**src/rtl/mips_ctrl_pkg.sv**
```systemverilog
// mips_ctrl_pkg: opcode/funct codes, state encodings, ALU and mux encodings, per-state control decode
package mips_ctrl_pkg;
  localparam logic [5:0] OP_R    = 6'b000000;
  localparam logic [5:0] OP_LW   = 6'b100011;
  localparam logic [5:0] OP_SW   = 6'b101011;
  localparam logic [5:0] OP_BEQ  = 6'b000100;
  localparam logic [5:0] OP_ADDI = 6'b001000;
  localparam logic [5:0] OP_J    = 6'b000010;
  localparam logic [5:0] F_ADD = 6'b100000;
  localparam logic [5:0] F_SUB = 6'b100010;
  localparam logic [5:0] F_SLT = 6'b101010;
  localparam logic [5:0] F_MUL = 6'b011100;
  localparam logic [5:0] F_AND = 6'b100100;
  localparam logic [5:0] F_OR  = 6'b100101;
  localparam logic [2:0] ALU_ADD = 3'b010;
  localparam logic [2:0] ALU_SUB = 3'b100;
  localparam logic [2:0] ALU_SLT = 3'b110;
  localparam logic [2:0] ALU_MUL = 3'b101;
  localparam logic [2:0] ALU_AND = 3'b000;
  localparam logic [2:0] ALU_OR  = 3'b001;
  localparam logic [1:0] ALUOP_ADD   = 2'b00;
  localparam logic [1:0] ALUOP_SUB   = 2'b01;
  localparam logic [1:0] ALUOP_FUNCT = 2'b10;
  localparam logic [1:0] SRCB_B    = 2'b00;
  localparam logic [1:0] SRCB_4    = 2'b01;
  localparam logic [1:0] SRCB_IMM  = 2'b10;
  localparam logic [1:0] SRCB_IMM2 = 2'b11;
  localparam logic [1:0] PC_ALU    = 2'b00;
  localparam logic [1:0] PC_ALUOUT = 2'b01;
  localparam logic [1:0] PC_JUMP   = 2'b10;
  typedef enum logic [3:0] {
    S_FETCH, S_DECODE, S_MEMADR, S_MEMREAD, S_MEMWB, S_MEMWR, S_EXECUTE,
    S_ALUWB, S_BRANCH, S_ADDIEX, S_ADDIWB, S_JUMP, S_TRAP
  } state_t;
  typedef struct packed {
    logic iord, mem_write, pc_write, branch, reg_dst, mem_to_reg, reg_write, alu_src_a, instr_done, alu_en;
    logic [1:0] alu_src_b, pc_src, alu_op;
  } ctrl_t;
  // Pure Moore outputs of a state; MemReady/Opcode-dependent strobes are added in the top.
  // alu_en marks states that actually use the ALU, so ALUControl reads 0 elsewhere.
  function automatic ctrl_t decode(state_t s);
    ctrl_t c;
    c = '0;
    case (s)
      S_FETCH:   begin c.alu_src_b = SRCB_4; c.pc_src = PC_ALU; c.alu_en = 1'b1; end
      S_DECODE:  begin c.alu_src_b = SRCB_IMM2; c.alu_en = 1'b1; end
      S_MEMADR:  begin c.alu_src_a = 1'b1; c.alu_src_b = SRCB_IMM; c.alu_en = 1'b1; end
      S_MEMREAD: c.iord = 1'b1;
      S_MEMWB:   begin c.mem_to_reg = 1'b1; c.reg_write = 1'b1; c.instr_done = 1'b1; end
      S_MEMWR:   begin c.iord = 1'b1; c.mem_write = 1'b1; end
      S_EXECUTE: begin c.alu_src_a = 1'b1; c.alu_src_b = SRCB_B; c.alu_op = ALUOP_FUNCT; c.alu_en = 1'b1; end
      S_ALUWB:   begin c.reg_dst = 1'b1; c.reg_write = 1'b1; c.instr_done = 1'b1; end
      S_BRANCH:  begin c.alu_src_a = 1'b1; c.alu_op = ALUOP_SUB; c.pc_src = PC_ALUOUT; c.branch = 1'b1; c.instr_done = 1'b1; c.alu_en = 1'b1; end
      S_ADDIEX:  begin c.alu_src_a = 1'b1; c.alu_src_b = SRCB_IMM; c.alu_en = 1'b1; end
      S_ADDIWB:  begin c.reg_write = 1'b1; c.instr_done = 1'b1; end
      S_JUMP:    begin c.pc_src = PC_JUMP; c.pc_write = 1'b1; c.instr_done = 1'b1; end
      default:   c = '0;
    endcase
    return c;
  endfunction
endpackage

```
**src/rtl/alu_decoder.sv**
```systemverilog
// alu_decoder: ALUOp + Funct -> ALUControl (ports: alu_op, funct in; alu_control out)
module alu_decoder
  import mips_ctrl_pkg::*;
#(
  parameter int FUNCT_W   = 6,
  parameter int ALUCTRL_W = 3
) (
  input  logic [1:0]           alu_op,
  input  logic [FUNCT_W-1:0]   funct,
  output logic [ALUCTRL_W-1:0] alu_control
);
  logic [ALUCTRL_W-1:0] by_funct;
  always_comb begin
    by_funct = ALU_ADD;
    case (funct)
      F_ADD:   by_funct = ALU_ADD;
      F_SUB:   by_funct = ALU_SUB;
      F_SLT:   by_funct = ALU_SLT;
      F_MUL:   by_funct = ALU_MUL;
      F_AND:   by_funct = ALU_AND;
      F_OR:    by_funct = ALU_OR;
      default: by_funct = ALU_ADD;
    endcase
  end
  assign alu_control = alu_op == ALUOP_SUB ? ALU_SUB : alu_op == ALUOP_FUNCT ? by_funct : ALU_ADD;
endmodule

```
**src/rtl/multicycle_control_unit.sv**
```systemverilog
// multicycle_control_unit: Moore FSM controller for the multicycle MIPS datapath
// Ports: CLK, RST (async active-high); Opcode/Funct from IR; MemReady memory ack;
//   datapath strobes/selects, ALUControl, InstrDone pulse, State (debug), Illegal (sticky).
// Option: define MCU_ILLEGAL_TRAP_EN to trap unknown opcodes in TRAP; otherwise they retire as NOPs.
module multicycle_control_unit
  import mips_ctrl_pkg::*;
#(
  parameter int OP_W      = 6,
  parameter int FUNCT_W   = 6,
  parameter int ALUCTRL_W = 3,
  parameter int STATE_W   = 4
) (
  input  logic                 CLK,
  input  logic                 RST,
  input  logic [OP_W-1:0]      Opcode,
  input  logic [FUNCT_W-1:0]   Funct,
  input  logic                 MemReady,
  output logic                 IorD,
  output logic                 MemWrite,
  output logic                 IRWrite,
  output logic                 PCWrite,
  output logic                 Branch,
  output logic                 RegDst,
  output logic                 MemtoReg,
  output logic                 RegWrite,
  output logic                 ALUSrcA,
  output logic [1:0]           ALUSrcB,
  output logic [1:0]           PCSrc,
  output logic [ALUCTRL_W-1:0] ALUControl,
  output logic                 InstrDone,
  output logic [STATE_W-1:0]   State,
  output logic                 Illegal
);
  state_t state, nxt;
  ctrl_t c;
  logic [ALUCTRL_W-1:0] alu_ctrl;
  logic live, known, fetch_ack, nop_done;
  assign known = Opcode inside {OP_R, OP_LW, OP_SW, OP_BEQ, OP_ADDI, OP_J};
`ifdef MCU_ILLEGAL_TRAP_EN
  localparam state_t S_BAD = S_TRAP;
  assign nop_done = 1'b0;
  assign Illegal = state == S_TRAP;
`else
  localparam state_t S_BAD = S_FETCH;
  assign nop_done = state == S_DECODE && !known;
  assign Illegal = 1'b0;
`endif
  always_comb begin
    nxt = S_FETCH;
    case (state)
      S_FETCH:   nxt = MemReady ? S_DECODE : S_FETCH;
      S_DECODE:  nxt = (Opcode == OP_LW || Opcode == OP_SW) ? S_MEMADR :
                       Opcode == OP_R    ? S_EXECUTE :
                       Opcode == OP_BEQ  ? S_BRANCH :
                       Opcode == OP_ADDI ? S_ADDIEX :
                       Opcode == OP_J    ? S_JUMP : S_BAD;
      S_MEMADR:  nxt = Opcode == OP_LW ? S_MEMREAD : S_MEMWR;
      S_MEMREAD: nxt = MemReady ? S_MEMWB : S_MEMREAD;
      S_MEMWR:   nxt = MemReady ? S_FETCH : S_MEMWR;
      S_EXECUTE: nxt = S_ALUWB;
      S_ADDIEX:  nxt = S_ADDIWB;
      S_TRAP:    nxt = S_BAD;
      default:   nxt = S_FETCH;
    endcase
  end
  // Control word is registered alongside the state, so it always equals decode(state).
  always_ff @(posedge CLK or posedge RST)
    if (RST) begin
      state <= S_FETCH;
      c <= decode(S_FETCH);
    end else begin
      state <= nxt;
      c <= decode(nxt);
    end
  alu_decoder #(.FUNCT_W(FUNCT_W), .ALUCTRL_W(ALUCTRL_W)) u_alu_dec (
    .alu_op(c.alu_op),
    .funct(Funct),
    .alu_control(alu_ctrl)
  );
  // RST blanks every output immediately, including the MemReady-gated fetch strobes.
  assign live = ~RST;
  assign fetch_ack = live && state == S_FETCH && MemReady;
  assign IorD = live & c.iord;
  assign MemWrite = live & c.mem_write;
  assign IRWrite = fetch_ack;
  assign PCWrite = (live & c.pc_write) | fetch_ack;
  assign Branch = live & c.branch;
  assign RegDst = live & c.reg_dst;
  assign MemtoReg = live & c.mem_to_reg;
  assign RegWrite = live & c.reg_write;
  assign ALUSrcA = live & c.alu_src_a;
  assign ALUSrcB = live ? c.alu_src_b : 2'b00;
  assign PCSrc = live ? c.pc_src : 2'b00;
  assign ALUControl = (live && c.alu_en) ? alu_ctrl : '0;
  assign InstrDone = live & (c.instr_done | (state == S_MEMWR && MemReady) | nop_done);
  assign State = STATE_W'(state);
endmodule

```
**config.mk**
```make
export PLATFORM = sky130hd
export DESIGN_NAME = multicycle_control_unit
export DESIGN_NICKNAME = d
export VERILOG_FILES = /design/src/rtl/mips_ctrl_pkg.sv /design/src/rtl/alu_decoder.sv /design/src/rtl/multicycle_control_unit.sv
export SDC_FILE = /design/constraint.sdc
export NUM_CORES = 1
export LEC_CHECK = 0
export CORE_UTILIZATION = 42
export DETAILED_ROUTE_END_ITERATION = 12
export GPL_ROUTABILITY_DRIVEN = 1
export PLACE_DENSITY = 0.76
export SETUP_SLACK_MARGIN = 0.1
export SYNTH_ARGS = -nofsm -noshare
export SYNTH_HDL_FRONTEND = slang
export SYNTH_SLANG_ARGS = --single-unit
```
**constraint.sdc**
```tcl
create_clock -name CLK -period 4.2 [get_ports CLK]
set_input_delay 1.26 -clock CLK [delete_from_list [all_inputs] [get_ports CLK]]
set_output_delay 1.26 -clock CLK [all_outputs]
set_load 0.005 [all_outputs]
```
# Word-level counts from Yosys, hierarchy flattened
# Index checks and enable logic that the tools add are counted.
# word_totals
ff_bits	20
latchBits	0
ram_bits	0
mem_bits_ro	0
inputBits	15
output_inout_bits	22
wordCells	102
memories	0
# classes
add_sub_neg	0
n_mul	0
div	0
order_cmp	0
n_eq_ne	29
shifts	0
n_mux	29
bitwise	13
reduce_logical	17
# ops
operator	n
== test 6 bit (second input constant)	6
case mux 4 bit (7 select lines)	1
== test 4 x 3 -> 1 bit (second input constant)	6
== test 4 bit (second input constant)	5
two-way mux 4 bit	5
two-way mux 3 bit	6
== test 4 x 2 -> 1 bit (second input constant)	4
case mux 3 bit (5 select lines)	1
two-way mux 1 bit	11
bitwise AND 1 bit	9
== test 4 x 1 -> 1 bit (second input constant)	2
logical NOT 4 bit	2
case mux 2 bit (2 select lines)	2
== test 6 x 2 -> 1 bit (second input constant)	1
== test 6 x 3 -> 1 bit (second input constant)	1
== test 6 x 4 -> 1 bit (second input constant)	1
== test 6 x 5 -> 1 bit (second input constant)	1
logical NOT 6 bit	1
case mux 2 bit (3 select lines)	1
nonzero test 6 bit	1
OR reduction 6 bit	1
logical AND 1 bit	5
OR reduction 5 bit	1
two-way mux 2 bit	2
9 further kinds	12

# Longest topological paths before layout
# Gate-level depths: netlist of run 1.
# depth
word_depth	10
depth_mapped	7
depth_no_buf	6

# By module
# Synthesis of run 1 repeated with hierarchy kept, for this count alone.
# hier_totals
cells_unflattened	127
hier_area_um2	1228.7
# modules_own_cells
mod	n_inst	cells_per_inst	area_per_inst_um2	seq_area_each_um2
multicycle_control_unit	1	109	1086.0	478.0
alu_decoder	1	18	142.6	0.0

# Least setup slack after synthesis of run 1
# Ideal clock, no wire load.
# synth_timing
path_type	input -> output
start	input port RST
end	output port ALUControl[0]
t_arrival_ps	2219
t_required_ps	2940
path_slack_ps	721
cell_stages	3
path_buffers	0
path_cell_list	inv_1 -> nand2_1 -> nor4b_1
# synth_between
elab_chain_len	3
# synth_lines
element	line	source
from (decl)	multicycle_control_unit.sv:14	input logic RST,
inverter 1 bit	multicycle_control_unit.sv:81	assign live = ~RST;
logical AND 1 bit	multicycle_control_unit.sv:94	assign ALUControl = (live && c.alu_en) ? alu_ctrl : '0;
two-way mux 3 bit	multicycle_control_unit.sv:94	
to (decl)	multicycle_control_unit.sv:29	output logic [ALUCTRL_W-1:0] ALUControl,
# No other way between the ends.

# Worst setup path after layout of run 1
# layout_timing
start	input port Funct[2]
end	output port ALUControl[0]
# layout_between
elab_chain_len	5
elab_cells_between_ends	9
classes_between	5 x eq/ne; 4 x mux
# layout_lines
element	line	source
from (decl)	multicycle_control_unit.sv:16	input logic [FUNCT_W-1:0] Funct,
== test 6 bit / == test 6 x 5 -> 1 bit (equally long branches)	alu_decoder.sv:15	case (funct)
case mux 3 bit (5 select lines) (*)	alu_decoder.sv:15	
two-way mux 3 bit (*) (2 in series)	alu_decoder.sv:25	assign alu_control = alu_op == ALUOP_SUB ? ALU_SUB : alu_op == ALUOP_FUNCT ? by_funct : ALU_ADD;
two-way mux 3 bit (*)	multicycle_control_unit.sv:94	
# Every way passes the cells marked *; elsewhere a longest branch is shown, timed or not.

==> results.json, run 1 <==
{
  "synth_cells": 135,
  "fin_util": 0.656,
  "grt_start_max_net_pins": 21,
  "synth.distinct_cells": 39,
  "post_dp_cell_area_um2": 1630,
  "critPathSlowestCell": "clkdlybuf4s50_1",
  "path_cells": "clkdlybuf4s50_1 -> nor2b_1 -> nand4_1 -> a21oi_2 -> nor4b_1 -> dlygate4sd2_1",
  "root_buffer": "clkbuf_4",
  "gp_congestion": 0.878,
  "worstSetupPathType": "in -> out",
  "cts_buffers": 3,
  "relSlewSlack": 0.531,
  "cp_max_fo": 3,
  "clockBufferDepth": 2,
  "fmax_mhz": 247,
  "required_ps": 2940,
  "rsz0062_at_grt": "true",
  "fp-row-count": 18,
  "startpoint_type": "primary input",
  "synth-edff-count": 0,
  "n_antenna_cell": 0,
  "grt_pass1_wl_um": 4970,
  "tritoncts": "yes",
  "arrival_ps": 2790,
  "period_needed_ps": 4050,
  "setup_viol": 0,
  "routed-via-count": 1132,
  "synth_top_cell_area_share": 0.356,
  "timing.final.ws_setup_ps": 151,
  "grtUsageTotal": 0.200,
  "final_cell_area_um2": 1700,
  "hpwl_um": 2110,
  "fin_skew_ps": 3.20,
  "whs_ps": 753,
  "postRouteAntennaNets": 0,
  "yosysMostFrequentCell": "dfrtp_1",
  "coreArea_um2": 2590,
  "h-tree-depth": 1,
  "routed_wl_um": 2880,
  "drt_iter0_drc": 34,
  "dp_cells": 204,
  "first_pass_iters": 4,
  "p_per_area_nw_per_um2": 269,
  "die_w_um": 55.4,
  "grt_pass1_vias": 1094,
  "avgViaCountPerCell": 5.42,
  "cts_sinks": 19,
  "p_leak_nw": 0.785,
  "finalPower_mw": 0.456,
  "overflow": 0,
  "drc_errors": 0,
  "netlist_area_um2": 1200,
  "instances_no_fill": 209,
  "clk_pin_slew_worst_paths_ps": 110,
  "design.die.area_um2": 3070,
  "cts-hold-fix-buffers": 0,
  "syn_nets": 150,
  "crit_path_end_kind": "output pin",
  "status": "completed",
  "worstMarginPinSlew_ps": 699,
  "drv_cap": 0,
  "synth_async_sr_flop_share": 1.00,
  "antenna_found_initial": 0,
  "initial_core_util": 0.462,
  "clk_latency_ps": 290,
  "pre_cts_ws_ps": -206,
  "fin_setup_tns_ps": 0,
  "syn_avg_cell_area_um2": 8.86,
  "synth_area_leaders": "dfrtp_1, nor2b_1, nand2b_1, dfstp_2, nor2_1",
  "syn2layout_area_growth_pct": 41.9,
  "port_buffers": 35,
  "final_nets": 195,
  "maxSlewViolCount": 0,
  "routedWlPerCell_um": 13.8,
  "drive_gt1_frac": 0.156,
  "ys_ff_latch": 19,
  "period_share": 0.964,
  "synth_largest_area_cell": "dfrtp_1",
  "ios": 37,
  "ys_top_cells_by_count": "dfrtp_1, nor2b_1, nor2_1, nand2b_1",
  "cpPeakStageDelay_ps": 500,
  "ys.flop_type": "dfrtp_1",
  "hold_path_class": "reg -> reg",
  "peakVddDrop_mv": 0.214,
  "ys.warnings.count": 0,
  "hold_viol": 0,
  "die_h_um": 55.4,
  "synth_sequential_area_ratio": 0.400
}
==> sequential cells by signal, indices dropped and copies added (netlist names) <==
signal	flops
State	4
c	15
==> what timing repair did <==
item,CTS,global route
setup endpoints to repair,4,4
gates resized for setup,11,8
pin swaps,1,1
setup buffers,1,0
==> placed cells by master (no fill, tap or decap), drive strengths merged, types with 2 or more instances in the layout <==
master / n
nand2: 6
nand2b: 10
nand3b: 2
and3: 2
o211ai: 2
nor3b: 2
clkbuf: 3
clkdlybuf4s50: 24
a311oi: 2
dlygate4sd2: 8
o22ai: 2
dlymetal6s2s: 3
buf: 12
o21ai: 7
a21o: 2
dfrtp: 17
nand3: 3
a31oi: 3
nand4: 2
dfstp: 2
xor2: 2
nor2b: 16
nor4b: 3
inv: 8
nor2: 13
nor3: 3
a21oi: 8
==> cell type report <==
class,count,area [um^2]
clock inverters,1,5.00
repair buffers,47,442
multi-input cells,101,683
flip-flops and latches,19,478
well taps,30,37.5
clock buffers,3,22.5
inverters,8,30.0
fillers,215,892
==> worst max-delay path: cells and delay by family <==
| kind | cells | cell delay [ps] |
|---|---|---|
| buffers and inverters | 2 | 780 |
| AND/OR/NAND/NOR | 3 | 580 |
| AO/OA/AOI/OAI | 1 | 170 |
==> path summary, 6_finish.rpt <==
check                      depth (start not counted)             to      from  slack [ps]
max                                                6  ALUControl[0]  Funct[2]         150
min                                                2          c[10]  State[0]         750
min reg2reg                                        2          c[10]  State[0]         750
max reg2reg                                        5           c[5]  State[2]        2290
max in group asynchronous                          3           c[4]       RST        2610
min in group asynchronous                          3          c[10]       RST        1350
==> routing by layer <==
metal  wire length (um)  GRT usage
met5                  0          0
met4                 44     0.0714
met3                149     0.0328
met2               1400      0.330
met1               1280      0.265
==> logic make-up (layout without fill, tap and decap cells) <==
kind of cell           Yosys count  count (layout)  share of synthesized area
AND/OR/NAND/NOR                 66              66                      0.343
multiplexers                     1               1                    0.00837
XOR/XNOR                         2               2                     0.0146
AO/OA/AOI/OAI                   31              31                      0.175
flip-flops                      19              19                      0.400
buffers and inverters           15              59                     0.0565
other                            1               1                    0.00314
==> where the power goes <==
part	total [mW]	internal, mW	switching, mW
Clock	0.0928	0.0354	0.0575
Combinational	0.146	0.0787	0.0676
Sequential	0.217	0.200	0.0175
Total	0.456	0.314	0.143
No activity file was read; power rests on OpenSTA's default activity.
==> inputs of run 2 (changes only) <==
--- a/config.mk
+++ b/config.mk
@@ -8,6 +8,7 @@
 export CORE_UTILIZATION = 42
 export DETAILED_ROUTE_END_ITERATION = 12
 export GPL_ROUTABILITY_DRIVEN = 1
+export GPL_TIMING_DRIVEN = 0
 export PLACE_DENSITY = 0.76
 export SETUP_SLACK_MARGIN = 0.1
 export SYNTH_ARGS = -nofsm -noshare
==> run 2 against run 1 <==
Net effect: utilization shrank 0.87 points; cell area shrank 1.3%; clock power is essentially flat; sequential power shrank 5%; clock skew shrank 1.6 ps; largest power group unchanged; count of clock-buffer cells in the layout is the same; critical endpoint is now InstrDone; maximum frequency shrank 0.23%; total power grew 0.60%; combinational power grew 9.6%; die area is the same.
==> results.json, run 2 (synthesized netlist as in run 1, its figures left out) <==
{
  "rsz0062_at_grt": "true",
  "clockBufferDepth": 2,
  "design.die.area_um2": 3070,
  "drc_errors": 0,
  "fillers": 219,
  "crit_path_end_kind": "output pin",
  "hpwl_um": 2100,
  "fp-row-count": 18,
  "status": "completed",
  "port_buffers": 34,
  "relSlewSlack": 0.538,
  "grtUsageTotal": 0.210,
  "hold_viol": 0,
  "clk_pin_slew_worst_paths_ps": 110,
  "setup_viol": 0,
  "fmax_mhz": 246,
  "required_ps": 2940,
  "timing.final.ws_setup_ps": 142,
  "layout.cells.most_common": "clkdlybuf4s50_1",
  "routedWlPerCell_um": 14.7,
  "dp_cells": 199,
  "hold_path_class": "reg -> reg",
  "syn2layout_area_growth_pct": 40.1,
  "grt_pass1_vias": 1132,
  "initial_core_util": 0.462,
  "cts_sinks": 19,
  "cts-hold-fix-buffers": 0,
  "tritoncts": "yes",
  "gp_congestion": 0.881,
  "h-tree-depth": 1,
  "p_per_area_nw_per_um2": 274,
  "peakVddDrop_mv": 0.238,
  "die_w_um": 55.4,
  "period_share": 0.966,
  "p_leak_nw": 0.756,
  "root_buffer": "clkbuf_4",
  "drt_iter0_drc": 56,
  "overflow": 0,
  "clk_latency_ps": 300,
  "pre_cts_ws_ps": -508,
  "drv_cap": 0,
  "post_dp_cell_area_um2": 1570,
  "fin_setup_tns_ps": 0,
  "final_cell_mix": "clkdlybuf4s50_1, dfrtp_1, nor2b_1",
  "largest_reg_flops": 15,
  "worstMarginPinSlew_ps": 689,
  "instances_no_fill": 208,
  "cp_max_fo": 6,
  "routed-via-count": 1164,
  "postRouteAntennaNets": 0,
  "worstSetupPathType": "in -> out",
  "n_antenna_cell": 0,
  "coreArea_um2": 2590,
  "maxSlewViolCount": 0,
  "final_cell_area_um2": 1680,
  "fin_skew_ps": 1.60,
  "final_nets": 194,
  "grt_start_max_net_pins": 12,
  "first_pass_iters": 4,
  "ios": 37,
  "antenna_found_initial": 0,
  "drive_gt1_frac": 0.180,
  "period_needed_ps": 4060,
  "avgViaCountPerCell": 5.60,
  "startpoint_type": "primary input",
  "grt_pass1_wl_um": 5120,
  "regMostFlops": "c",
  "routed_wl_um": 3060,
  "fin_util": 0.647,
  "arrival_ps": 2800,
  "die_h_um": 55.4,
  "cts_buffers": 3,
  "finalPower_mw": 0.459,
  "whs_ps": 646
}
run 2: cell count changes in the layout (fill, tap and decap cells not counted), sizes merged:
cell / previous run / this run
dlymetal6s2s: 3 / 1
dlygate4sd2: 8 / 13
clkbuf: 3 / 6
inv: 8 / 7
buf: 12 / 9
clkdlybuf4s50: 24 / 19
clkinvlp: 0 / 2
run 2: worst max-delay path, cell delays in order:
cell and delay, ps:
dlygate4sd2_1 300, and3_4 220, o21ai_0 220, nand3_1 110, a21oi_1 160, clkdlybuf4s50_1 520
run 2: path summary, 6_finish.rpt:
check	slack, ps	endpoint	cells past startpoint	start
worst max register to register	2240	c[5]	6	State[2]
max in group asynchronous	2870	State[2]	2	RST
worst min-delay path	650	c[10]	2	State[2]
min in group asynchronous	1070	c[15]	2	RST
worst min register to register	650	c[10]	2	State[2]
worst max-delay path	140	InstrDone	6	Opcode[1]
run 2: cell type report:
class	count	area, um^2	share of cell area
buffer	7	41.3	0.0246
clock buffer	3	22.5	0.0134
clock inverter	1	5.00	0.00299
inverter	8	33.8	0.0202
multi-input combinational	101	701	0.418
sequential	19	478	0.285
tap	30	37.5	0.0224
timing repair buffer	38	352	0.210
timing repair inverter	1	5.00	0.00299
run 2: timing repair:
| item | CTS | global route |
|---|---|---|
| gates resized for setup | 26 | 3 |
| pin swaps | 1 | 0 |
| hold endpoints to repair | 0 | 0 |
| setup buffers | 4 | 0 |
| cloned | 1 | 0 |
| setup endpoints to repair | 6 | 4 |
run 2: metal layers:
metal,vias to the layer above,track usage,wire (um)
met2,53,0.368,1540
met1,546,0.252,1300
met5,-,0,0
li1,559,-,-
met4,0,0.0893,58
met3,6,0.0351,156
run 2: where the power goes:
part | internal [mW] | switching (mW) | total (mW)
clock | 0.0355 | 0.0571 | 0.0926
sequential | 0.200 | 0.00684 | 0.207
combinational | 0.0767 | 0.0831 | 0.160
==> inputs of run 3 (changes only) <==
--- a/config.mk
+++ b/config.mk
@@ -9,7 +9,7 @@
 export DETAILED_ROUTE_END_ITERATION = 12
 export GPL_ROUTABILITY_DRIVEN = 1
 export GPL_TIMING_DRIVEN = 0
-export PLACE_DENSITY = 0.76
+export PLACE_DENSITY_LB_ADDON = 0.2
 export SETUP_SLACK_MARGIN = 0.1
 export SYNTH_ARGS = -nofsm -noshare
 export SYNTH_HDL_FRONTEND = slang
==> run 3 against run 2 <==
Net effect: non-clock buffer count is 1 higher; utilization is 0.82 points higher; critical path type unchanged; total power is 0.80% lower.
==> results.json, run 3 (synthesized netlist as in run 1, its figures left out) <==
{
  "die_w_um": 55.4,
  "reg2reg_from": "State[2]",
  "arrival_ps": 2750,
  "grt_pass1_wl_um": 5140,
  "use_met1": 0.250,
  "hp-start": "State[2]",
  "cts-hold-fix-buffers": 0,
  "worstMarginPinSlew_ps": 741,
  "cts_sinks": 19,
  "clk_pin_slew_worst_paths_ps": 100,
  "cts_buffers": 3,
  "design.die.area_um2": 3070,
  "p_leak_nw": 0.789,
  "first_pass_iters": 4,
  "routedWlPerCell_um": 14.8,
  "routed-via-count": 1160,
  "largest_reg_flops": 15,
  "h-tree-depth": 1,
  "reg2reg_depth": 6,
  "fp-row-count": 18,
  "regArea_um2": 478,
  "whs_ps": 654,
  "p_per_area_nw_per_um2": 268,
  "peakVddDrop_mv": 0.198,
  "holdPathStages": 2,
  "period_needed_ps": 4010,
  "rsz0062_at_grt": "false",
  "cp_common_cell": "dlygate4sd2_1",
  "grt_most_used_layer": "met2",
  "tritoncts": "yes",
  "fillers": 224,
  "drt_iter0_drc": 41,
  "syn2layout_area_growth_pct": 41.8,
  "critPathSlowestCell": "a221oi_2",
  "period_share": 0.956,
  "avgViaCountPerCell": 5.55,
  "fin_util": 0.655,
  "antenna_found_initial": 0,
  "n_antenna_cell": 0,
  "setup_viol": 0,
  "use_met3": 0.0351,
  "startpoint_type": "primary input",
  "hpwl_um": 2240,
  "status": "completed",
  "crit_path_end_kind": "output pin",
  "worstSetupPathType": "in -> out",
  "port_buffers": 34,
  "grt_pass1_vias": 1125,
  "maxSlewViolCount": 0,
  "required_ps": 2940,
  "coreArea_um2": 2590,
  "overflow": 0,
  "regMostFlops": "c",
  "postRouteAntennaNets": 0,
  "fin_skew_ps": 2.25,
  "drive_gt1_frac": 0.179,
  "clk_latency_ps": 290,
  "initial_core_util": 0.462,
  "path_cells": "dlygate4sd2_1 -> nand2b_4 -> nor3b_2 -> buf_4 -> nand3_1 -> a221oi_2 -> dlygate4sd2_1",
  "cpPeakStageDelay_ps": 290,
  "ios": 37,
  "relSlewSlack": 0.503,
  "gp_congestion": 0.866,
  "fmax_mhz": 249,
  "multi_input_area_um2": 709,
  "hold_viol": 0,
  "final_cell_mix": "clkdlybuf4s50_1, dfrtp_1, nor2b_1",
  "hold_path_class": "reg -> reg",
  "drc_errors": 0,
  "die_h_um": 55.4,
  "routed_wl_um": 3100,
  "layout.cells.most_common": "clkdlybuf4s50_1",
  "use_met2": 0.392,
  "drv_cap": 0,
  "grtUsageTotal": 0.209,
  "final_nets": 195,
  "grt_start_max_net_pins": 11,
  "cp_max_fo": 3,
  "clockBufferDepth": 2,
  "root_buffer": "clkbuf_4",
  "crit_path_start": "Funct[2]"
}
## run 3: cell count changes in the layout (fill, tap and decap cells not counted)
| cell | before | now |
|---|---|---|
| dlymetal6s2s_1 | 1 | 3 |
| buf_4 | 6 | 7 |
| clkbuf_1 | 1 | 2 |
| clkdlybuf4s50_1 | 19 | 18 |
| clkinv_2 | 1 | 0 |
| dlygate4sd2_1 | 13 | 12 |
| nor4b_2 | 2 | 1 |
| nor4b_4 | 1 | 2 |
## run 3: final timing paths
path                                 end  slack [ps]
hold / removal                     c[10]         650
min in group asynchronous       State[1]        1090
max in group asynchronous          c[15]        2860
hold reg to reg                    c[10]         650
setup / recovery           ALUControl[1]         190
setup reg to reg                    c[5]        2270
## run 3: worst max-delay path: cells and delay by family
family / cells / cell delay (ps)
simple gates: 3 / 510
compound gates: 1 / 290
buf+inv: 3 / 690
## run 3: area by class of cell
class	instances	area share
Inverter	8	0.0199
Buffer	7	0.0243
Timing Repair Buffer	39	0.215
Multi-Input combinational cell	101	0.418
Timing Repair inverter	1	0.00295
Sequential cell	19	0.282
Clock buffer	4	0.0155
Tap cell	30	0.0221
## run 3: per-layer routing
layer  share of wire  vias up
li1                -      559
met5               0        -
met3           0.031        4
met1            0.40      571
met4           0.014        0
met2            0.55       26
## run 3: stage by stage
| stage | power, mW | setup TNS [ps] | cells | cell area [um^2] | setup WS, ps |
|---|---|---|---|---|---|
| after floorplan | 0.296 | 0 | 135 | 1200 | 721 |
| final | 0.456 | 0 | 209 | 1700 | 186 |
| after CTS | 0.454 | 0 | 208 | 1690 | 108 |
| after global placement | 0.360 | -1130 | 199 | 1570 | -409 |
| after global routing | 0.480 | 0 | 209 | 1700 | 115 |
| after detailed placement | 0.365 | -1780 | 199 | 1570 | -605 |
## run 3: power breakdown
group | switching [mW] | total [mW] | internal, mW
combinational | 0.0822 | 0.158 | 0.0761
sequential | 0.00755 | 0.208 | 0.200
clock | 0.0526 | 0.0896 | 0.0370
## run 3: what timing repair did
| item | CTS | global route |
|---|---|---|
| pin swaps | 1 | 1 |
| setup endpoints to repair | 6 | 4 |
| gates cloned | 1 | 0 |
| buffers inserted | 4 | 1 |
| resized for setup | 26 | 5 |
